===== src/rtl/byte_serial_add_sub32_pkg.sv =====
// Shared definitions for the byte-serial add/subtract unit.
package byte_serial_add_sub32_pkg;

    localparam int unsigned SLICE_W       = 8;
    localparam int unsigned BYTES_DEFAULT = 4;

    typedef enum logic [1:0] {
        StIdle = 2'd0,
        StRun  = 2'd1,
        StDone = 2'd2
    } state_t;

endpackage


===== src/rtl/EightBitKoggeStoneAdder.sv =====
// 8-bit Kogge-Stone parallel-prefix adder with carry in, carry out and signed overflow.
module EightBitKoggeStoneAdder (
    input  logic [7:0] A,
    input  logic [7:0] B,
    input  logic       Cin,
    output logic       Cout,
    output logic [7:0] S,
    output logic       overflowFlag
);

    logic [7:0] p0;
    logic [7:0] g0;
    logic [7:0] g1, p1;
    logic [7:0] g2, p2;
    logic [7:0] g3, p3;
    logic [8:0] c;

    // Bit-level propagate/generate; Cin is folded into bit 0's generate.
    always_comb begin
        p0    = A ^ B;
        g0    = A & B;
        g0[0] = (A[0] & B[0]) | (p0[0] & Cin);
    end

    // Prefix levels at distances 1, 2 and 4.
    for (genvar i = 0; i < 8; i++) begin : gen_prefix
        if (i >= 1) begin : gen_l1
            assign g1[i] = g0[i] | (p0[i] & g0[i-1]);
            assign p1[i] = p0[i] & p0[i-1];
        end else begin : gen_l1_pass
            assign g1[i] = g0[i];
            assign p1[i] = p0[i];
        end
        if (i >= 2) begin : gen_l2
            assign g2[i] = g1[i] | (p1[i] & g1[i-2]);
            assign p2[i] = p1[i] & p1[i-2];
        end else begin : gen_l2_pass
            assign g2[i] = g1[i];
            assign p2[i] = p1[i];
        end
        if (i >= 4) begin : gen_l3
            assign g3[i] = g2[i] | (p2[i] & g2[i-4]);
            assign p3[i] = p2[i] & p2[i-4];
        end else begin : gen_l3_pass
            assign g3[i] = g2[i];
            assign p3[i] = p2[i];
        end
    end

    // Group propagates are only needed to build the next level.
    logic unused_p3;
    assign unused_p3 = ^p3;

    assign c            = {g3, Cin};
    assign S            = p0 ^ c[7:0];
    assign Cout         = c[8];
    assign overflowFlag = c[8] ^ c[7];

endmodule


===== src/rtl/byte_serial_add_sub32.sv =====
// Byte-serial 32-bit adder/subtractor: one 8-bit slice per cycle, LSB slice first.
module byte_serial_add_sub32
    import byte_serial_add_sub32_pkg::*;
#(
    parameter int unsigned BYTES = BYTES_DEFAULT
) (
    input  logic                   clk,
    input  logic                   reset,
    input  logic                   start,
    input  logic                   sub,
    input  logic [8*BYTES-1:0]     a,
    input  logic [8*BYTES-1:0]     b,
    output logic                   busy,
    output logic                   done,
    output logic [8*BYTES-1:0]     result,
    output logic                   cout,
    output logic                   overflow,
    output logic                   zero
);

    localparam int unsigned W     = SLICE_W * BYTES;
    localparam int unsigned IDX_W = (BYTES > 1) ? $clog2(BYTES) : 1;

    state_t             state_q, state_d;
    logic [IDX_W-1:0]   idx_q;
    logic [W-1:0]       a_q, b_q, result_q, result_next;
    logic               carry_q, cout_q, ovf_q, zero_q;
    logic               load, last;
    logic [SLICE_W-1:0] a_sl, b_sl, s_sl;
    logic               c_sl, ovf_sl;

    EightBitKoggeStoneAdder u_slice_add (
        .A            (a_sl),
        .B            (b_sl),
        .Cin          (carry_q),
        .Cout         (c_sl),
        .S            (s_sl),
        .overflowFlag (ovf_sl)
    );

    // Select the current slice and merge its sum into the result word.
    always_comb begin
        a_sl        = a_q[idx_q*SLICE_W +: SLICE_W];
        b_sl        = b_q[idx_q*SLICE_W +: SLICE_W];
        result_next = result_q;
        result_next[idx_q*SLICE_W +: SLICE_W] = s_sl;
        last        = (state_q == StRun) && (idx_q == IDX_W'(BYTES - 1));
    end

    // Next-state logic; a new start is accepted in idle and in the done cycle.
    always_comb begin
        state_d = state_q;
        load    = 1'b0;
        unique case (state_q)
            StIdle, StDone: begin
                if (start) begin
                    load    = 1'b1;
                    state_d = StRun;
                end else begin
                    state_d = StIdle;
                end
            end
            StRun: begin
                if (last) state_d = StDone;
            end
            default: state_d = StIdle;
        endcase
    end

    // State register.
    always_ff @(posedge clk) begin
        if (reset) state_q <= StIdle;
        else       state_q <= state_d;
    end

    // Operand latch, slice sequencing and completion flags.
    always_ff @(posedge clk) begin
        if (reset) begin
            a_q      <= '0;
            b_q      <= '0;
            carry_q  <= 1'b0;
            idx_q    <= '0;
            result_q <= '0;
            cout_q   <= 1'b0;
            ovf_q    <= 1'b0;
            zero_q   <= 1'b0;
        end else if (load) begin
            a_q     <= a;
            b_q     <= sub ? ~b : b;
            carry_q <= sub;
            idx_q   <= '0;
        end else if (state_q == StRun) begin
            result_q <= result_next;
            carry_q  <= c_sl;
            idx_q    <= idx_q + 1'b1;
            if (last) begin
                cout_q <= c_sl;
                ovf_q  <= ovf_sl;
                zero_q <= (result_next == '0);
            end
        end
    end

    assign busy     = (state_q == StRun);
    assign done     = (state_q == StDone);
    assign result   = result_q;
    assign cout     = cout_q;
    assign overflow = ovf_q;
    assign zero     = zero_q;

endmodule


===== config.mk =====
export PLATFORM = sky130hd
export DESIGN_NAME = byte_serial_add_sub32
export DESIGN_NICKNAME = d
export VERILOG_FILES = /design/src/rtl/byte_serial_add_sub32_pkg.sv /design/src/rtl/EightBitKoggeStoneAdder.sv /design/src/rtl/byte_serial_add_sub32.sv
export SDC_FILE = /design/constraint.sdc
export NUM_CORES = 1
export LEC_CHECK = 0
export ABC_AREA = 1
export BUFFER_PORTS_ARGS = -buffer_cell sky130_fd_sc_hd__buf_2
export CORE_AREA = 2 2 113 104
export CTS_CLUSTER_DIAMETER = 150
export DETAILED_ROUTE_END_ITERATION = 7
export DIE_AREA = 0 0 115 106
export GPL_ROUTABILITY_DRIVEN = 0
export PLACE_DENSITY = 0.77
export SLEW_MARGIN = 40
export SYNTH_ARGS = -nofsm -noshare
export SYNTH_HDL_FRONTEND = slang
export SYNTH_SLANG_ARGS = --single-unit

===== constraint.sdc =====
create_clock -name clk -period 6.45 [get_ports clk]
set_input_delay 0.9675 -clock clk [delete_from_list [all_inputs] [get_ports clk]]
set_output_delay 0.9675 -clock clk [all_outputs]
set_load 0.01 [all_outputs]

Word-level counts from Yosys, hierarchy flattened
Cells that the tools add are included.

cells by class
  muxes and demuxes = 9
  reductions and logical operators = 8
  add/sub/neg operators = 2
  bitwise operators = 53
  eq/ne operators = 4
  shifts and indexed selects = 4

operators with widths
  kind                                                                     number
  32-bit by 6-bit indexed part select with 8-bit output                    2
  5-bit negation with 34-bit output                                        1
  8-bit by 34-bit variable shift with 32-bit output, first input constant  1
  8-bit by 34-bit indexed part select with 32-bit output                   1
  32-bit bitwise mux                                                       1
  32-bit zero test                                                         1
  32-bit two-way mux                                                       1
  32-bit NOT                                                               1
  1-bit AND                                                                29
  1-bit bitwise OR                                                         18
  8-bit XOR                                                                2
  8-bit AND                                                                1
  1-bit two-way mux                                                        5
  2-bit equality test, second input constant                               2
  2-bit one-hot mux with 2 select lines                                    1
  2-bit OR reduction                                                       2
  3-bit AND reduction                                                      1
  2-bit by 1-bit adder with 2-bit output, second input constant            1
  2-bit by 1-bit equality test with 1-bit output, second input constant    1
  2-bit zero test                                                          1
  2-bit two-way mux                                                        1
  2-bit by 1-bit != test with 1-bit output, second input constant          1
  2-bit AND reduction                                                      1
  2-bit nonzero test                                                       1
  3 further kinds                                                          3

word-level totals
  flip-flop bits (word level) = 104
  word-level logic and storage cells = 89
  output and inout port bits = 37

Longest topological paths before layout
Gate-level depths: netlist of the first run.

  depth in word-level cells = 12
  mapped depth = 22
  gate-level depth less buffers = 20

By module
From an unflattened synthesis of the first run, not the netlist that was laid out.

second synthesis, totals
  cells, all modules = 826
  area, all modules = 5499.0 µm²

by module, submodules not included
  module                   times used  area an instance (µm²)  seq. area each (µm²)  cells an instance
  byte_serial_add_sub32    1           5066.1                  2082.0                749
  EightBitKoggeStoneAdder  1           432.9                   0.0                   77

Worst setup path after synthesis of the first run
No wires, ideal clock.

  path type = reg-to-reg
  from = register idx_q[0]
  to = register zero_q (netlist: zero)
  arrival = 2.960 ns
  cell stages (with the launch flop) = 23
  period minus slack after synthesis = 3.027 ns
  path buffers = 3
  slack = 3.423 ns
  cell sequence = dfxtp_1 -> buf_4 -> buf_2 -> clkbuf_1 -> nor2_1 -> o22ai_1 -> fa_1 -> inv_1 -> fa_1 -> nor2_1 -> nand2_1 -> nor2_1 -> nor2_2 -> nand2_1 -> nor2_1 -> nand2_1 -> nor2_1 -> nand2_1 -> nor2_1 -> nand3_1 -> nor2_1 -> nand2_1 -> a21oi_2

between the ends
  longest elaborated chain between the ends = 12
  elaborated cells on any way between the ends = 52

RTL lines
  item                                                                      line                                                          source
  start, declared                                                           byte_serial_add_sub32.sv:25                                   logic [IDX_W-1:0] idx_q;
  start signal, assigned                                                    byte_serial_add_sub32.sv:95                                   idx_q <= idx_q + 1'b1;
  32-bit by 6-bit indexed part select with 8-bit output (on tied branches)  byte_serial_add_sub32.sv:43, byte_serial_add_sub32.sv:44
  8-bit XOR                                                                 EightBitKoggeStoneAdder.sv:20                                 p0 = A ^ B;
  1-bit AND                                                                 EightBitKoggeStoneAdder.sv:22                                 g0[0] = (A[0] & B[0]) | (p0[0] & Cin);
  1-bit bitwise OR                                                          EightBitKoggeStoneAdder.sv:22
  1-bit AND (on tied branches)                                              EightBitKoggeStoneAdder.sv:28, EightBitKoggeStoneAdder.sv:35
  1-bit bitwise OR (on tied branches)                                       EightBitKoggeStoneAdder.sv:28, EightBitKoggeStoneAdder.sv:35
  1-bit AND (on tied branches)                                              EightBitKoggeStoneAdder.sv:35, EightBitKoggeStoneAdder.sv:42
  1-bit bitwise OR (on tied branches)                                       EightBitKoggeStoneAdder.sv:35, EightBitKoggeStoneAdder.sv:42
  8-bit XOR                                                                 EightBitKoggeStoneAdder.sv:55                                 assign S = p0 ^ c[7:0];
  8-bit by 34-bit indexed part select with 32-bit output                    byte_serial_add_sub32.sv:46                                   result_next[idx_q*SLICE_W +: SLICE_W] = s_sl;
  32-bit bitwise mux                                                        byte_serial_add_sub32.sv:46
  32-bit zero test                                                          byte_serial_add_sub32.sv:99                                   zero_q <= (result_next == '0);
  end signal, assigned                                                      byte_serial_add_sub32.sv:99
  end, declared                                                             byte_serial_add_sub32.sv:27                                   logic carry_q, cout_q, ovf_q, zero_q;

Parallel ways exist; a longest one is shown, timed or not.
A chain may end at the register's enable or synchronous reset.

Worst setup path in the final report of the first run
  from = register idx_q[1]
  to = register zero_q (netlist: zero)

Same word-level chain as after synthesis.

==> results of run 1 <==
placed cells by master (no fill, tap or decap), types with 2 or more instances in the layout:
| cell type | instances |
|---|---|
| inv_6 | 2 |
| ha_1 | 13 |
| nand4_1 | 12 |
| nor2_2 | 5 |
| a211oi_1 | 2 |
| o21ai_1 | 4 |
| bufinv_16 | 2 |
| nand3_1 | 23 |
| inv_1 | 87 |
| a21oi_1 | 47 |
| nand2_1 | 103 |
| o211ai_1 | 15 |
| nor2_1 | 157 |
| buf_4 | 5 |
| inv_2 | 7 |
| a32oi_1 | 2 |
| dfxtp_1 | 104 |
| xnor2_1 | 32 |
| o22ai_1 | 15 |
| clkbuf_16 | 9 |
| buf_2 | 103 |
| nand3_2 | 2 |
| fa_1 | 2 |
| o21ai_0 | 116 |
| nand2_2 | 8 |
state kept, by name (all words and copies together), names as in the netlist:
signal,count
a_q,32
b_q,32
result,32
idx_q,2
state_q,2
carry_q,1
cout,1
overflow,1
zero,1
routing by layer:
layer / GRT usage [%] / routed length [um] / vias to the layer above
li1: - / - / 2773
met1: 32.50 / 6377 / 2353
met2: 37.23 / 6302 / 196
met3: 3.649 / 918 / 22
met4: 6.454 / 206 / 0
met5: 0 / 0 / -
power breakdown:
| group | switching (uW) | internal [uW] | total [uW] |
|---|---|---|---|
| Combinational | 257 | 151 | 407 |
| Sequential | 36.5 | 698 | 735 |
| Clock | 249 | 347 | 596 |
| Total | 542 | 1200 | 1740 |
metrics by stage:
stage | util (%) | setup WS (ns) | area [sq um] | instances | hold WS (ns)
floorplan | - | 3.423 | 5485 | 809 | 0.4689
global placement | 54.29 | 3.197 | 6032 | 1007 | 0.4877
detailed placement | 54.31 | 3.092 | 6035 | 1007 | 0.4875
CTS | 57.25 | 3.079 | 6361 | 1023 | 0.5016
global route | 57.46 | 2.606 | 6384 | 1024 | 0.5184
finish | 57.46 | 3.005 | 6384 | 1024 | 0.4998
critical path, delay by kind of cell, from the launching register on:
| kind | cells | cell delay [ns] |
|---|---|---|
| simple gates | 13 | 0.89 |
| fa+ha+maj | 2 | 0.87 |
| flops | 1 | 0.64 |
| buf+inv | 2 | 0.53 |
| compound gates | 3 | 0.37 |
worst paths after layout:
| check | start | endpoint | slack [ns] | depth (start not counted) |
|---|---|---|---|---|
| setup / recovery | idx_q[1] | zero | 3.00 | 20 |
| hold / removal | carry_q | carry_q | 0.50 | 2 |
| setup reg to reg | idx_q[1] | zero | 3.00 | 20 |
| hold reg to reg | carry_q | carry_q | 0.50 | 2 |
cell families after synthesis:
logic type      synth area share, %
compound gates                20.05
simple gates                  23.38
fa+ha+maj                     3.695
flops                         37.96
xor+xnor                      5.110
buf+inv                       9.808
area by class of cell:
| class | count | share of cell area, % |
|---|---|---|
| Multi-Input combinational cell | 564 | 45.04 |
| Tap cell | 136 | 2.666 |
| Clock buffer | 10 | 3.587 |
| Clock inverter | 6 | 1.529 |
| Inverter | 95 | 5.586 |
| Sequential cell | 104 | 32.61 |
| Timing Repair Buffer | 109 | 8.977 |
==> results.yml, run 1 <==
status:
  status: "finished, final reports clean"
logic_synthesis:
  netlist_top_cells_count: "158 x nor2_1, 116 x o21ai_0, 104 x dfxtp_1, 104 x nand2_1, 89 x inv_1"
  ys.flop_type: "dfxtp_1"
  synth_edf_count: 0
  synth_top_cell_by_area: "dfxtp_1"
  netlist.area_leader.share_pct: 37.96
  synth_most_common_cell: "nor2_1"
  syn_area_sq_um: 5485
  ys_warn_count: 0
  seq_area_frac_synth_pct: 37.96
  postSynthAreaPerCell_sq_um: 6.780
  synth_cells: 809
  synth_area_leaders: "dfxtp_1 38%, nor2_1 11%, o21ai_0 11%"
  synth_nets: 892
  synthArstFlopShare_pct: 0
  ys_seq_elements: 104
  synth_cell_types: 30
detailed_routing:
  viasPerCell: 5.219
  wirelength_mm: 13.80
  drt_iter0_drc: 447
  dr.pass1.iters: 5
  ant_nets: 0
  wl_per_cell_um: 13.48
  drcViolationCount: 0
  vias: 5344
timing:
  max-slew-margin-rel_pct: 60.48
  fmax_mhz: 290.2
  finalMaxSlewViolations: 0
  period_needed_ns: 3.445
  fin_tns_setup_ns: 0
  setup_viol: 0
  period_share_pct: 53.42
  clock_skew_ns: 0.01306
  rsz0062_at_grt: "no"
  finalHoldViolCount: 0
  worst_pin_slew_ns: 0.5922
floorplan:
  die_y_um: 106
  rows: 37
  dieArea_sq_um: 12190
  ios: 105
  core_region_area_sq_um: 11110
  start_util_pct: 49.37
  die_w_um: 115
power:
  powerDensity_nw_per_um2: 272.2
  design_power_total_uw: 1738
  irDropWorstVdd_v: 0.0001314
  leakagePower_uw: 0.003140
clock_tree:
  ctsResizeCount: 0
  cts_tree: "built"
  clk-insertion-delay-late_ns: 0.35
  cts_buffers: 9
  cts_setup_buffers: 0
  cts_sinks: 104
  htreeDepth: 3
  cts_hold_buf: 0
  clkTransAtPathRegs_ns: 0.07
  cts_buffer_depth: 2
  ctsRootBufferMaster: "clkbuf_16"
hold_path:
  hold_class: "flop to flop"
final_layout:
  drive_above_1_share_pct: 16.78
  fillers: 1094
  nNetsFinal: 966
  multi_input_area_sq_um: 2875
  register_area_sq_um: 2082
  antenna_cells: 0
  syn_to_final_growth_pct: 16.38
worst_setup_path:
  slowest_delay_ns: 0.64
  worstSetupPathType: "flop to flop"
  end_kind: "flop"
  cp.required_ns: 6.66
  worstPathArrival_ns: 3.66
  crit_path_top_delay_cell: "dfxtp_1"
  crit_chain: "inv_1 > o21ai_0 > o22ai_1 > fa_1 > inv_1 > fa_1 > nor2_1 > nand2_1 > nor2_1 > nor2_2 > nand2_1 > nor2_1 > nand2_1 > nor2_1 > nand2_1 > nor2_1 > nand3_1 > nor2_1 > nand2_1 > a21oi_2"
  cp_common_cell: "nor2_1"
  cp_max_fo: 22
  start_kind: "flop"
global_routing:
  grt_pass1_vias: 4852
  grt_max_degree: 98
  grt_pass1_wl_mm: 22.89
  overflow: 0
  grt_usage_pct: 23.25
  antenna_found_initial: 0
place:
  dp_hpwl_mm: 9.835
  io_buffer_count: 104
job:
  cap_violations: 0
Note: power is estimated with default switching activity, not from simulation.
==> inputs of run 2 (changes only) <==
--- a/config.mk
+++ b/config.mk
@@ -5,14 +5,14 @@
 export SDC_FILE = /design/constraint.sdc
 export NUM_CORES = 1
 export LEC_CHECK = 0
-export ABC_AREA = 1
+export ABC_AREA = 0
 export BUFFER_PORTS_ARGS = -buffer_cell sky130_fd_sc_hd__buf_2
-export CORE_AREA = 2 2 113 104
+export CORE_AREA = 2 2 108 100
 export CTS_CLUSTER_DIAMETER = 150
 export DETAILED_ROUTE_END_ITERATION = 7
-export DIE_AREA = 0 0 115 106
+export DIE_AREA = 0 0 110 102
 export GPL_ROUTABILITY_DRIVEN = 0
-export PLACE_DENSITY = 0.77
+export PLACE_DENSITY = 0.78
 export SLEW_MARGIN = 40
 export SYNTH_ARGS = -nofsm -noshare
 export SYNTH_HDL_FRONTEND = slang
==> constraint.sdc (replaced) <==
create_clock -name clk -period 3.1 [get_ports clk]
set_input_delay 0.465 -clock clk [delete_from_list [all_inputs] [get_ports clk]]
set_output_delay 0.465 -clock clk [all_outputs]
set_load 0.01 [all_outputs]
==> results.yml, run 2 <==
detailed_routing:
  wl_per_cell_um: 15.66
  drcViolationCount: 0
  dr.pass1.iters: 5
  vias: 4122
  wirelength_mm: 11.69
  drt_iter0_drc: 326
  viasPerCell: 5.525
  ant_nets: 0
logic_synthesis:
  synth_area_leaders: "dfxtp_1 43%, mux4_2 7.5%, xnor2_1 6.2%"
  syn_area_sq_um: 4811
  seq_area_frac_synth_pct: 43.28
  synth_top_cell_by_area: "dfxtp_1"
  netlist_top_cells_count: "104 x dfxtp_1, 74 x nor2_1, 70 x nand2_1, 42 x a21oi_1, 35 x a211oi_1"
  synthArstFlopShare_pct: 0
  synth_edf_count: 0
  synth_cell_types: 44
  synth_most_common_cell: "dfxtp_1"
  synth_cells: 524
  synth_nets: 607
  postSynthAreaPerCell_sq_um: 9.181
  ys_seq_elements: 104
  ys_warn_count: 0
  netlist.area_leader.share_pct: 43.28
  ys.flop_type: "dfxtp_1"
clock_tree:
  cts_tree: "built"
  cts_sinks: 104
  clk-insertion-delay-late_ns: 0.37
  htreeDepth: 3
  clkTransAtPathRegs_ns: 0.10
  cts_buffers: 9
  ctsRootBufferMaster: "clkbuf_8"
  cts_setup_buffers: 0
  cts_buffer_depth: 2
  cts_hold_buf: 0
floorplan:
  start_util_pct: 47.97
  ios: 105
  rows: 35
  core_region_area_sq_um: 10030
  dieArea_sq_um: 11220
  die_w_um: 110
  die_y_um: 102
final_layout:
  final_cell_mix: "103 x dfxtp_1, 103 x buf_2, 74 x nor2_1"
  final_cells: 746
  nNetsFinal: 695
  antenna_cells: 0
  fillers: 902
  syn_to_final_growth_pct: 18.91
  drive_above_1_share_pct: 25.61
global_routing:
  grt_pass1_vias: 4073
  grt_pass1_wl_mm: 18.85
  grt_usage_pct: 21.60
  antenna_found_initial: 0
  overflow: 0
  grt_max_degree: 97
worst_setup_path:
  start_kind: "flop"
  worstPathArrival_ns: 3.23
  reg2reg_setup_slack_ns: 0.14
  cp_max_fo: 5
  end_kind: "flop"
  cp.required_ns: 3.37
  worstSetupPathType: "flop to flop"
status:
  status: "finished, final reports clean"
place:
  dp_hpwl_mm: 8.519
  dp.cells: 730
  io_buffer_count: 104
hold_path:
  hold_class: "primary input to flop"
timing:
  finalMaxSlewViolations: 0
  clock_skew_ns: 0.01363
  period_needed_ns: 2.957
  setup_viol: 0
  worst_pin_slew_ns: 0.7097
  finalHoldViolCount: 0
  period_share_pct: 95.39
  max-slew-margin-rel_pct: 52.29
  fmax_mhz: 338.2
  rsz0062_at_grt: "no"
  fin_tns_setup_ns: 0
power:
  irDropWorstVdd_v: 0.0002521
  leakagePower_uw: 0.002305
  powerDensity_nw_per_um2: 537.8
job:
  cap_violations: 0
-- run 2: cell families after synthesis --
group	share of synthesized area [%]
adders and majority gates	4.213
buffers and inverters	3.745
and+or+nand+nor	16.83
muxes	7.698
AOI/OAI and AO/OA	17.35
DFF	43.28
xor gates and xnor gates	6.892
-- run 2: final timing paths --
kind | from | endpoint | cells past startpoint
worst max-delay path | idx_q[0] | overflow | 10
worst min-delay path | a[14] | a_q[14] | 3
worst max register to register | idx_q[0] | overflow | 10
worst min register to register | a_q[15] | a_q[15] | 2
-- run 2: final cells by class --
class | count | area [sq um] | area share (%)
Clock inverter | 7 | 141.4 | 2.472
Multi-Input combinational cell | 375 | 2556 | 44.68
Timing Repair Buffer | 114 | 621.8 | 10.87
Sequential cell | 104 | 2086 | 36.46
Inverter | 8 | 30.03 | 0.5249
Tap cell | 129 | 161.4 | 2.822
Clock buffer | 9 | 123.9 | 2.165
-- run 2: per-stage QoR --
| stage | setup WS, ns | util [%] | hold WS (ns) | instance area, sq um | total power (uW) |
|---|---|---|---|---|---|
| 6_report | 0.1428 | 57.04 | 0.3292 | 5720 | 3076 |
| 5_1_grt | 0.01416 | 57.04 | 0.3281 | 5720 | 3202 |
| 4_1_cts | 0.02516 | 56.94 | 0.3256 | 5710 | 3085 |
| 3_5_place_dp | -0.007424 | 54.26 | 0.4469 | 5441 | 2018 |
| 3_3_place_gp | 0.1052 | 54.22 | 0.4439 | 5438 | 1998 |
| 2_1_floorplan | 0.0003519 | - | 0.4331 | 4822 | 1841 |
-- run 2: worst max-delay path, cell delays in order, from the launching register on --
cell	delay, ns
dfxtp_4	0.40
mux4_2	0.52
fa_1	0.43
inv_1	0.08
fa_1	0.19
nand2b_1	0.13
a21oi_1	0.11
or4_1	0.44
a31oi_2	0.22
xor2_1	0.11
a22o_1	0.24
-- run 2: power by group --
| part | internal, uW | total (uW) | switching, uW |
|---|---|---|---|
| combinational | 230 | 538 | 308 |
| clock | 619 | 1080 | 464 |
| sequential | 1410 | 1460 | 46.8 |
| total | 2260 | 3080 | 818 |
-- run 2: repair_timing --
item / CTS / global route
setup endpoints to repair: 1 / 9
gates resized for setup: 1 / 3
cloned: 0 / 0
-- run 2: per-layer routing --
metal | up-vias | part of all wire [%] | track usage (%)
met4 | 0 | 1.7 | 6.524
met3 | 24 | 5.6 | 4.847
met1 | 1937 | 44 | 27.34
li1 | 2028 | - | -
met2 | 133 | 49 | 36.86
met5 | - | 0 | 0
==> inputs of run 3 (changes only) <==
--- a/config.mk
+++ b/config.mk
@@ -12,7 +12,7 @@
 export DETAILED_ROUTE_END_ITERATION = 7
 export DIE_AREA = 0 0 110 102
 export GPL_ROUTABILITY_DRIVEN = 0
-export PLACE_DENSITY = 0.78
+export PLACE_DENSITY = 0.72
 export SLEW_MARGIN = 40
 export SYNTH_ARGS = -nofsm -noshare
 export SYNTH_HDL_FRONTEND = slang
==> results.yml, run 3 (synthesis results as in run 2) <==
worst_setup_path:
  r2r_start: "idx_q[0]"
  slowest_delay_ns: 0.52
  end_kind: "flop"
  cp_common_cell: "fa_1"
  start_kind: "flop"
  worstPathArrival_ns: 3.23
  reg2reg_setup_slack_ns: 0.13
  r2r-end: "overflow"
  cp.required_ns: 3.36
  reg2reg_depth: 10
  crit_path_top_delay_cell: "mux4_2"
  crit_chain: "mux4_2 > fa_1 > inv_1 > fa_1 > nand2b_1 > a21oi_1 > or4_1 > a31oi_4 > xor2_1 > a22o_1"
  cp_max_fo: 4
  worstSetupPathType: "flop to flop"
detailed_routing:
  ant_nets: 0
  vias: 4060
  drcViolationCount: 0
  wirelength_mm: 11.51
  viasPerCell: 5.428
  wl_per_cell_um: 15.39
  dr.pass1.iters: 5
  drt_iter0_drc: 233
clock_tree:
  cts_tree: "built"
  clkTransAtPathRegs_ns: 0.10
  cts_sinks: 104
  clk-insertion-delay-late_ns: 0.37
  cts_buffer_depth: 2
  cts_buffers: 9
  ctsRootBufferMaster: "clkbuf_8"
  htreeDepth: 3
  cts_setup_buffers: 0
final_layout:
  nNetsFinal: 698
  final_cells: 748
  drive_above_1_share_pct: 26.01
  final_cell_mix: "103 x dfxtp_1, 103 x buf_2, 74 x nor2_1"
  antenna_cells: 0
  syn_to_final_growth_pct: 18.18
power:
  swShare_pct: 28.81
  p_clk_share_pct: 30.4
  leakagePower_uw: 0.002290
  p_seq_share_pct: 50.6
  powerDensity_nw_per_um2: 504.6
  combPwrFrac_pct: 19.0
  irDropWorstVdd_v: 0.0002604
  intPower_uw: 2042
  p_switching_uw: 826.3
  design_power_total_uw: 2869
timing:
  finalHoldViolCount: 0
  fin_tns_setup_ns: 0
  max-slew-margin-rel_pct: 50.34
  period_needed_ns: 2.972
  fmax_mhz: 336.5
  setup_viol: 0
  fin_ws_ns: 0.1283
  clock_skew_ns: 0.02034
  finalMaxSlewViolations: 0
  worst_pin_slew_ns: 0.7433
  period_share_pct: 95.86
  rsz0062_at_grt: "no"
status:
  status: "finished, final reports clean"
floorplan:
  core_region_area_sq_um: 10030
  start_util_pct: 47.97
  die_w_um: 110
  rows: 35
  dieArea_sq_um: 11220
  ios: 105
  die_y_um: 102
place:
  place_ws_ns: 0.004865
  io_buffer_count: 104
  dp_hpwl_mm: 8.517
  dp.cells: 733
hold_path:
  holdCritStartpoint: "a[22]"
  min_to: "a_q[22]"
  hold_class: "primary input to flop"
  min_path_cells: 3
global_routing:
  grt_max_degree: 40
  overflow: 0
  antenna_found_initial: 0
  grt_usage_pct: 21.10
  grt_pass1_vias: 3931
  grt_pass1_wl_mm: 18.52
job:
  cap_violations: 0
run 3: repair_timing:
action                     in CTS  in global routing
hold buffers                    0                  0
resized for setup               1                  4
setup endpoints to repair       6                  8
run 3: worst max-delay path by stage:
stage / startpoint / end / depth (start not counted)
after floorplan: idx_q[0] / overflow / 12
after global placement: idx_q[0] / zero / 9
after detailed placement: idx_q[0] / zero / 9
after CTS: idx_q[0] / overflow / 9
after global routing: idx_q[0] / overflow / 10
final: idx_q[0] / overflow / 10
run 3: power by group through the flow:
| stage | clock network (uW) | registers, uW | logic (uW) |
|---|---|---|---|
| 3_5_place_dp | 0 | 1480 | 538 |
| 4_1_cts | 878 | 1450 | 542 |
| 2_1_floorplan | 0 | 1470 | 370 |
| 3_3_place_gp | 0 | 1480 | 524 |
| 5_1_grt | 934 | 1460 | 599 |
| 6_report | 871 | 1450 | 546 |
run 3: worst max-delay path: cells and delay by family (launching register included):
family | cells | cell delay [ns]
flip-flops | 1 | 0.40
XOR/XNOR | 1 | 0.09
adder cells (fa/ha/maj) | 2 | 0.63
AND/OR/NAND/NOR | 2 | 0.62
buffers and inverters | 1 | 0.08
AO/OA/AOI/OAI | 3 | 0.53
multiplexers | 1 | 0.52
run 3: stage by stage:
stage	instance area [sq um]	hold WS [ns]	utilization [%]
after floorplan	4822	0.4331	-
after global routing	5685	0.3293	56.69
after global placement	5460	0.4420	54.45
after CTS	5667	0.3263	56.51
final	5685	0.3308	56.69
after detailed placement	5460	0.4473	54.45
run 3: layer usage:
metal / GRT usage [%] / up-vias / wire (um)
met2: 36.15 / 123 / 5553
met4: 6.426 / 0 / 121
met3: 3.890 / 12 / 657
met1: 27.09 / 1892 / 5176
li1: - / 2033 / -
met5: 0 / - / 0
run 3: area by class of cell:
type / count / area [sq um]
Sequential cell: 104 / 2086
Tap cell: 129 / 161.4
Timing Repair Buffer: 117 / 636.9
Fill cell: 878 / 4343
Clock buffer: 10 / 137.6
Multi-Input combinational cell: 375 / 2570
Clock inverter: 5 / 63.81
Inverter: 8 / 30.03
